### config.mk
export PLATFORM = sky130hd
export DESIGN_NAME = mac_tx_ctrl_flat
export DESIGN_NICKNAME = d
export VERILOG_FILES = /design/src/rtl/mac_tx_ctrl_if.sv /design/src/rtl/mac_tx_ctrl.sv /design/src/flat_wrapper.sv
export SDC_FILE = /design/constraint.sdc
export NUM_CORES = 1
export LEC_CHECK = 0
export CAP_MARGIN = 20
export CORE_MARGIN = 4
export CORE_UTILIZATION = 40
export DETAILED_ROUTE_END_ITERATION = 7
export PLACE_DENSITY = 0.71
export SLEW_MARGIN = 20
export SYNTH_ARGS = -nofsm -noshare
export SYNTH_HDL_FRONTEND = slang
export SYNTH_SLANG_ARGS = --single-unit
### constraint.sdc
create_clock -name Clk -period 4.9 [get_ports Clk]
set_clock_uncertainty 0.2 [all_clocks]
set_input_delay 0.98 -clock Clk [delete_from_list [all_inputs] [get_ports Clk]]
set_output_delay 0.98 -clock Clk [all_outputs]
set_load 0.005 [all_outputs]
### src/rtl/mac_tx_ctrl_if.sv
// Signal bundle between the TX framing controller and its FIFO, PHY nibble bus and CRC generator.
// Member names keep the original port names so the surrounding logic maps one-to-one.
interface mac_tx_ctrl_if;
  logic [7:0]  IData;
  logic        IData_vld;
  logic        IData_last;
  logic        OData_rd;
  logic        OTx_en;
  logic [3:0]  OTx_d;
  logic        OTx_er;
  logic        OCRC_init;
  logic        OCRC_en;
  logic [7:0]  OCRC_d;
  logic [31:0] ICRC;
  logic        OBusy;
  logic        ODone;
  logic        OAbort;

  modport master (
    input  IData, IData_vld, IData_last, ICRC,
    output OData_rd, OTx_en, OTx_d, OTx_er, OCRC_init, OCRC_en, OCRC_d,
           OBusy, ODone, OAbort
  );

  modport slave (
    output IData, IData_vld, IData_last, ICRC,
    input  OData_rd, OTx_en, OTx_d, OTx_er, OCRC_init, OCRC_en, OCRC_d,
           OBusy, ODone, OAbort
  );
endinterface

### src/rtl/mac_tx_ctrl.sv
// MAC transmit framing: preamble, SFD, payload, optional pad, FCS, IFG; aborts on underrun/oversize.
// Define MAC_TX_PAD_EN to zero-pad short frames up to MIN_BYTES (pad covered by the FCS).
module mac_tx_ctrl #(
  parameter int unsigned PRE_BYTES   = 7,
  parameter int unsigned MIN_BYTES   = 60,
  parameter int unsigned MAX_BYTES   = 1514,
  parameter int unsigned IFG_NIBBLES = 24
) (
  input  logic          Clk,
  input  logic          Reset,
  mac_tx_ctrl_if.master bus
);

  typedef enum logic [2:0] {
    S_IDLE,
    S_PRE,
    S_SFD,
    S_DATA,
`ifdef MAC_TX_PAD_EN
    S_PAD,
`endif
    S_CRC,
    S_ABORT,
    S_IFG
  } state_t;

  localparam logic [15:0] PRE_LAST = 16'(2 * PRE_BYTES - 1);
  // SIdle always contributes one idle cycle, so SIFG itself runs one short
  localparam logic [15:0] IFG_LAST = 16'(IFG_NIBBLES - 2);
  localparam logic [10:0] CNT_MAX  = 11'(MAX_BYTES);
`ifdef MAC_TX_PAD_EN
  localparam logic [10:0] CNT_MIN  = 11'(MIN_BYTES);
`endif

  state_t      state_q, state_n;
  logic        phase_q, phase_n;
  logic [10:0] cnt_q, cnt_n;
  logic [15:0] nib_q, nib_n;
  logic [3:0]  hi_q, hi_n;
  logic [31:0] crc_q, crc_n;
  logic        last_q, last_n;

  logic        rd_q, rd_n;
  logic        en_q, en_n;
  logic [3:0]  d_q, d_n;
  logic        er_q, er_n;
  logic        init_q, init_n;
  logic        crcen_q, crcen_n;
  logic [7:0]  crcd_q, crcd_n;
  logic        busy_q, busy_n;
  logic        done_q, done_n;
  logic        abort_q, abort_n;

  logic        take, to_crc, to_abort;
`ifdef MAC_TX_PAD_EN
  logic        to_pad;
`endif

  // Outputs are computed for the state being entered and registered with it
  always_comb begin
    state_n  = state_q;
    phase_n  = phase_q;
    cnt_n    = cnt_q;
    nib_n    = nib_q;
    hi_n     = hi_q;
    crc_n    = crc_q;
    last_n   = last_q;
    rd_n     = 1'b0;
    en_n     = 1'b0;
    d_n      = '0;
    er_n     = 1'b0;
    init_n   = 1'b0;
    crcen_n  = 1'b0;
    crcd_n   = '0;
    done_n   = 1'b0;
    abort_n  = 1'b0;
    take     = 1'b0;
    to_crc   = 1'b0;
    to_abort = 1'b0;
`ifdef MAC_TX_PAD_EN
    to_pad   = 1'b0;
`endif

    case (state_q)
      S_IDLE: begin
        if (bus.IData_vld) begin
          state_n = S_PRE;
          nib_n   = '0;
          cnt_n   = '0;
          last_n  = 1'b0;
          init_n  = 1'b1;
          en_n    = 1'b1;
          d_n     = 4'h5;
        end
      end
      S_PRE: begin
        en_n = 1'b1;
        d_n  = 4'h5;
        if (nib_q == PRE_LAST) begin
          state_n = S_SFD;
          nib_n   = '0;
        end else begin
          nib_n = nib_q + 16'd1;
        end
      end
      S_SFD: begin
        if (nib_q == '0) begin
          en_n  = 1'b1;
          d_n   = 4'hD;
          nib_n = 16'd1;
        end else if (bus.IData_vld) begin
          take = 1'b1;
        end else begin
          to_abort = 1'b1;
        end
      end
      S_DATA: begin
        if (!phase_q) begin
          phase_n = 1'b1;
          en_n    = 1'b1;
          d_n     = hi_q;
        end else if (last_q) begin
`ifdef MAC_TX_PAD_EN
          if (cnt_q < CNT_MIN) to_pad = 1'b1;
          else                 to_crc = 1'b1;
`else
          to_crc = 1'b1;
`endif
        end else if (cnt_q == CNT_MAX || !bus.IData_vld) begin
          to_abort = 1'b1;
        end else begin
          take = 1'b1;
        end
      end
`ifdef MAC_TX_PAD_EN
      S_PAD: begin
        if (!phase_q) begin
          phase_n = 1'b1;
          en_n    = 1'b1;
        end else if (cnt_q == CNT_MIN) begin
          to_crc = 1'b1;
        end else begin
          to_pad = 1'b1;
        end
      end
`endif
      S_CRC: begin
        if (nib_q == 16'd7) begin
          state_n = S_IFG;
          nib_n   = '0;
        end else begin
          en_n   = 1'b1;
          d_n    = crc_q[3:0];
          crc_n  = {4'h0, crc_q[31:4]};
          nib_n  = nib_q + 16'd1;
          done_n = (nib_q == 16'd6);
        end
      end
      S_ABORT: begin
        // Pop every other cycle so the head byte has refreshed before the next pop
        if (last_q) begin
          state_n = S_IFG;
          nib_n   = '0;
        end else if (bus.IData_vld && !rd_q) begin
          rd_n   = 1'b1;
          last_n = bus.IData_last;
        end
      end
      S_IFG: begin
        if (nib_q == IFG_LAST) state_n = S_IDLE;
        else                   nib_n   = nib_q + 16'd1;
      end
      default: state_n = S_IDLE;
    endcase

    if (take) begin
      state_n = S_DATA;
      phase_n = 1'b0;
      hi_n    = bus.IData[7:4];
      last_n  = bus.IData_last;
      cnt_n   = cnt_q + 11'd1;
      rd_n    = 1'b1;
      crcen_n = 1'b1;
      crcd_n  = bus.IData;
      en_n    = 1'b1;
      d_n     = bus.IData[3:0];
    end
`ifdef MAC_TX_PAD_EN
    if (to_pad) begin
      state_n = S_PAD;
      phase_n = 1'b0;
      cnt_n   = cnt_q + 11'd1;
      crcen_n = 1'b1;
      en_n    = 1'b1;
    end
`endif
    if (to_crc) begin
      state_n = S_CRC;
      nib_n   = '0;
      crc_n   = {4'h0, bus.ICRC[31:4]};
      en_n    = 1'b1;
      d_n     = bus.ICRC[3:0];
    end
    if (to_abort) begin
      state_n = S_ABORT;
      abort_n = 1'b1;
      en_n    = 1'b1;
      er_n    = 1'b1;
    end

    busy_n = (state_n != S_IDLE);
  end

  always_ff @(posedge Clk or posedge Reset) begin
    if (Reset) begin
      state_q <= S_IDLE;
      phase_q <= 1'b0;
      cnt_q   <= '0;
      nib_q   <= '0;
      hi_q    <= '0;
      crc_q   <= '0;
      last_q  <= 1'b0;
      rd_q    <= 1'b0;
      en_q    <= 1'b0;
      d_q     <= '0;
      er_q    <= 1'b0;
      init_q  <= 1'b0;
      crcen_q <= 1'b0;
      crcd_q  <= '0;
      busy_q  <= 1'b0;
      done_q  <= 1'b0;
      abort_q <= 1'b0;
    end else begin
      state_q <= state_n;
      phase_q <= phase_n;
      cnt_q   <= cnt_n;
      nib_q   <= nib_n;
      hi_q    <= hi_n;
      crc_q   <= crc_n;
      last_q  <= last_n;
      rd_q    <= rd_n;
      en_q    <= en_n;
      d_q     <= d_n;
      er_q    <= er_n;
      init_q  <= init_n;
      crcen_q <= crcen_n;
      crcd_q  <= crcd_n;
      busy_q  <= busy_n;
      done_q  <= done_n;
      abort_q <= abort_n;
    end
  end

  assign bus.OData_rd  = rd_q;
  assign bus.OTx_en    = en_q;
  assign bus.OTx_d     = d_q;
  assign bus.OTx_er    = er_q;
  assign bus.OCRC_init = init_q;
  assign bus.OCRC_en   = crcen_q;
  assign bus.OCRC_d    = crcd_q;
  assign bus.OBusy     = busy_q;
  assign bus.ODone     = done_q;
  assign bus.OAbort    = abort_q;

endmodule

### src/flat_wrapper.sv
// flat-port wrapper written by rule: the top's interface ports become plain ports
module mac_tx_ctrl_flat 
#(
  parameter int unsigned PRE_BYTES   = 7,
  parameter int unsigned MIN_BYTES   = 60,
  parameter int unsigned MAX_BYTES   = 1514,
  parameter int unsigned IFG_NIBBLES = 24
)
  (Clk, Reset, bus_IData, bus_IData_vld, bus_IData_last, bus_ICRC, bus_OData_rd, bus_OTx_en, bus_OTx_d, bus_OTx_er, bus_OCRC_init, bus_OCRC_en, bus_OCRC_d, bus_OBusy, bus_ODone, bus_OAbort);
  mac_tx_ctrl_if bus_i ();
  input  logic Clk;
  input  logic Reset;
  input wire logic [$bits(bus_i.IData)-1:0] bus_IData;
  input wire logic [$bits(bus_i.IData_vld)-1:0] bus_IData_vld;
  input wire logic [$bits(bus_i.IData_last)-1:0] bus_IData_last;
  input wire logic [$bits(bus_i.ICRC)-1:0] bus_ICRC;
  output wire logic [$bits(bus_i.OData_rd)-1:0] bus_OData_rd;
  output wire logic [$bits(bus_i.OTx_en)-1:0] bus_OTx_en;
  output wire logic [$bits(bus_i.OTx_d)-1:0] bus_OTx_d;
  output wire logic [$bits(bus_i.OTx_er)-1:0] bus_OTx_er;
  output wire logic [$bits(bus_i.OCRC_init)-1:0] bus_OCRC_init;
  output wire logic [$bits(bus_i.OCRC_en)-1:0] bus_OCRC_en;
  output wire logic [$bits(bus_i.OCRC_d)-1:0] bus_OCRC_d;
  output wire logic [$bits(bus_i.OBusy)-1:0] bus_OBusy;
  output wire logic [$bits(bus_i.ODone)-1:0] bus_ODone;
  output wire logic [$bits(bus_i.OAbort)-1:0] bus_OAbort;
  assign bus_i.IData = bus_IData;
  assign bus_i.IData_vld = bus_IData_vld;
  assign bus_i.IData_last = bus_IData_last;
  assign bus_i.ICRC = bus_ICRC;
  assign bus_OData_rd = bus_i.OData_rd;
  assign bus_OTx_en = bus_i.OTx_en;
  assign bus_OTx_d = bus_i.OTx_d;
  assign bus_OTx_er = bus_i.OTx_er;
  assign bus_OCRC_init = bus_i.OCRC_init;
  assign bus_OCRC_en = bus_i.OCRC_en;
  assign bus_OCRC_d = bus_i.OCRC_d;
  assign bus_OBusy = bus_i.OBusy;
  assign bus_ODone = bus_i.ODone;
  assign bus_OAbort = bus_i.OAbort;
  mac_tx_ctrl #(.PRE_BYTES(PRE_BYTES), .MIN_BYTES(MIN_BYTES), .MAX_BYTES(MAX_BYTES), .IFG_NIBBLES(IFG_NIBBLES)) u_core (.Clk(Clk), .Reset(Reset), .bus(bus_i));
endmodule
==> results.ini <==
[run_status]
outcome = completed

[setup_path]
path_delay_family = simple AND/OR/NAND/NOR gates
slowest_stage = clkdlybuf4s50_1
crit_path_max_fanout = 20
worst_path_largest_cell_delay_ns = 0.54
cp.required_ns = 4.94
crit_type = input pin to flop
worstPathCellList = clkdlybuf4s50_1, nor2b_1, nand2_1, or2_2, inv_1, nor2_1, a221o_1
crit_arrival_ns = 3.28
cp-start-kind = input pin
crit_buf_inv = 2
end_kind = flop
reg2reg_slack_ns = 1.81

[power_and_ir_drop]
switchingPower_uw = 871
seqPwrFrac = 0.422
swShare = 0.373
p_leak_uw = 0.00229
p_clk_frac = 0.234
total_power_uw = 2340
ir_worst_vdd_mv = 0.194
powerDensity_mw_per_mm2 = 463
internal_power_uw = 1470
pwr-share-comb = 0.344

[floorplan]
die_x_um = 109
core_area_sq_mm = 0.00991
num_io_pins = 64
rows = 36
start_util = 0.416
chipHeight_um = 109
die_area_sq_mm = 0.0120

[job]
maxCapViolations = 0

[synth]
synth_mux_area_frac = 0.00273
synth_top_family_by_area = simple AND/OR/NAND/NOR gates
synth_top_area_frac = 0.504
synth_seq_cells = 83
yosys_warnings = 0
synth-edff-count = 0
synth_cells = 441
syn_nets = 491
synth_top_area_cell = dfrtp_1
synthTopCellsByArea = dfrtp_1 50%, nand2_1 6.8%, a31oi_1 4.4%
syn_area_sq_mm = 0.00412
synth_flop_cell = dfrtp_1
synth_compound_gate_area_share = 0.163
synth.avg_cell_area_sq_um = 9.34
yosysSeqAreaShare = 0.504
yosysUniqueCellTypes = 51
synth-simple-area-share = 0.256
synth_xor_xnor_area_share = 0.0128
synth-async-reset-ratio = 1.00
synth_adder_area_share = 0.0182

[timing]
max_clock_freq_mhz = 309
rsz0062_at_grt = false
setup_viol_count_final = 0
period_needed_ns = 3.24
tns_ns = 0
hold_viol = 0
slew_viol_final = 0
post-route-period-util = 0.661
tightest_slew_ns = 0.843
max-slew-margin-rel = 0.438
setup_ws_ns = 1.66

[cts]
numCtsBuffers = 9
post_cts_buffers = 0
h-tree-depth = 3
cts_buffer_depth = 2
worstSkewPairLatency_ns = 0.36
hold_buffers = 0
clk_pin_slew_worst_paths_ns = 0.08
clock_sinks = 83
cts_resized = 0
cts-root-buf = clkbuf_8
cts_tree = done

[placement]
dp_hpwl_um = 6800
gp_congestion = 0.786
dp_slack_ns = 1.32
placed_cells_incl_taps = 616
port_buffers = 63

[final_layout]
fin_nets = 544
area_delta_synth_final_pct = 22.7
layout-drive-gt1-share = 0.0581
final_core_util = 0.510
layout.cells.non_filler = 632
insertedDiodeCount = 0

[global_routing]
grt_usage = 0.172
grt_pass1_vias = 3289
grt_overflow = 0
antenna_found_initial = 0
grt_pass1_wl_um = 16200
grt_max_degree = 59

[route]
via_per_inst = 5.42
wl_um = 9920
drc = 0
vias = 3427
dr.pass1.iters = 4
ant_nets = 0
drt_iter0_markers = 231
wire_per_inst_um = 15.7

[min_path]
hp-class = flop to flop

## layout by cell type, fill, tap and decap left out, types with 5 or more instances in the layout
master,netlist,routed
nand4_1,8,8
clkbuf_8,0,9
a21o_1,9,9
clkdlybuf4s50_1,0,63
and3_1,9,9
inv_1,14,13
a22o_1,11,11
ha_1,6,6
xnor2_1,5,5
dfrtp_1,83,83
o21ai_0,18,18
a31oi_1,29,29
nand2_1,75,75
a221o_1,5,5
and2_1,8,8
a21oi_1,5,5
nor3_1,11,11
nor2_1,47,47
nand3_1,21,20
## routing by layer
metal	global-route usage	part of all wire	vias to the layer above
met5	0	0	-
met4	0.0481	0.012	0
met3	0.0370	0.048	13
met2	0.264	0.47	82
met1	0.247	0.47	1655
li1	-	-	1677
## path summary, 6_finish.rpt
check,start,endpoint,cells after the start
worst max-delay path,bus_IData_vld,u_core.cnt_q[2],7
worst min register to register,u_core.hi_q[2],u_core.hi_q[2],1
min in group asynchronous,Reset,u_core.nib_q[9],2
worst min-delay path,u_core.hi_q[2],u_core.hi_q[2],1
max in group asynchronous,Reset,u_core.bus.OTx_d[2],3
worst max register to register,u_core.nib_q[11],u_core.nib_q[3],7
## power by group through the flow
stage / sequential (uW) / clock [uW] / combinational [uW]
after global placement: 990 / 0 / 782
after detailed placement: 995 / 0 / 799
after CTS: 983 / 555 / 807
final: 986 / 548 / 803
after global routing: 1010 / 587 / 888
after floorplan: 936 / 0 / 616
## flip-flops by register name, indices dropped and copies added, names as in the netlist, 3 cells and up
name,cells
u_core.nib_q,16
u_core.crc_q,28
u_core.bus.OCRC_d,8
u_core.bus.OTx_d,4
u_core.cnt_q,11
u_core.state_q,3
u_core.hi_q,4
## synthesized netlist by cell type, types with 2 or more instances
cell type / count
or3_1: 4
a21o_1: 9
nor4_1: 3
a211oi_1: 2
and2_1: 8
nand3_1: 21
xnor2_1: 5
a31oi_1: 29
a221o_1: 5
a21oi_1: 5
nand4_1: 8
nor2b_1: 4
nor3_1: 11
buf_4: 3
nand2b_1: 4
nand2_1: 75
o21bai_1: 2
and4b_1: 2
nor2_1: 47
nor4b_1: 3
a22o_1: 11
nor4bb_1: 2
buf_2: 8
clkbuf_1: 12
a211o_1: 2
ha_1: 6
and3_1: 9
inv_1: 14
nor4_4: 2
a22oi_1: 3
and4_1: 2
o21ai_0: 18
nor3b_1: 2
dfrtp_1: 83
## stage by stage
step	hold slack [ns]	cell area (sq um)
final	0.297	5050
after global routing	0.318	5050
after CTS	0.307	5050
after detailed placement	0.286	4830
after global placement	0.271	4830
after floorplan	0.249	4120
## layout make-up
cell class                      count  area [sq um]
Sequential cell                    83          2080
Tap cell                          133           166
Inverter                           14          55.1
Multi-Input combinational cell    319          1880
Fill cell                         943          4860
Timing Repair Buffer               67           661
Clock inverter                      6          90.1
Clock buffer                       10           128
## logic make-up (layout without fill, tap and decap cells)
group                    count (synthesis)  in the layout
AO/OA/AOI/OAI                           95             95
AND/OR/NAND/NOR                        211            211
adder cells (fa/ha/maj)                  6              6
multiplexers                             1              1
XOR/XNOR                                 6              6
buffers and inverters                   39             97
flip-flops                              83             83
Power figures use the tool's default switching activity.
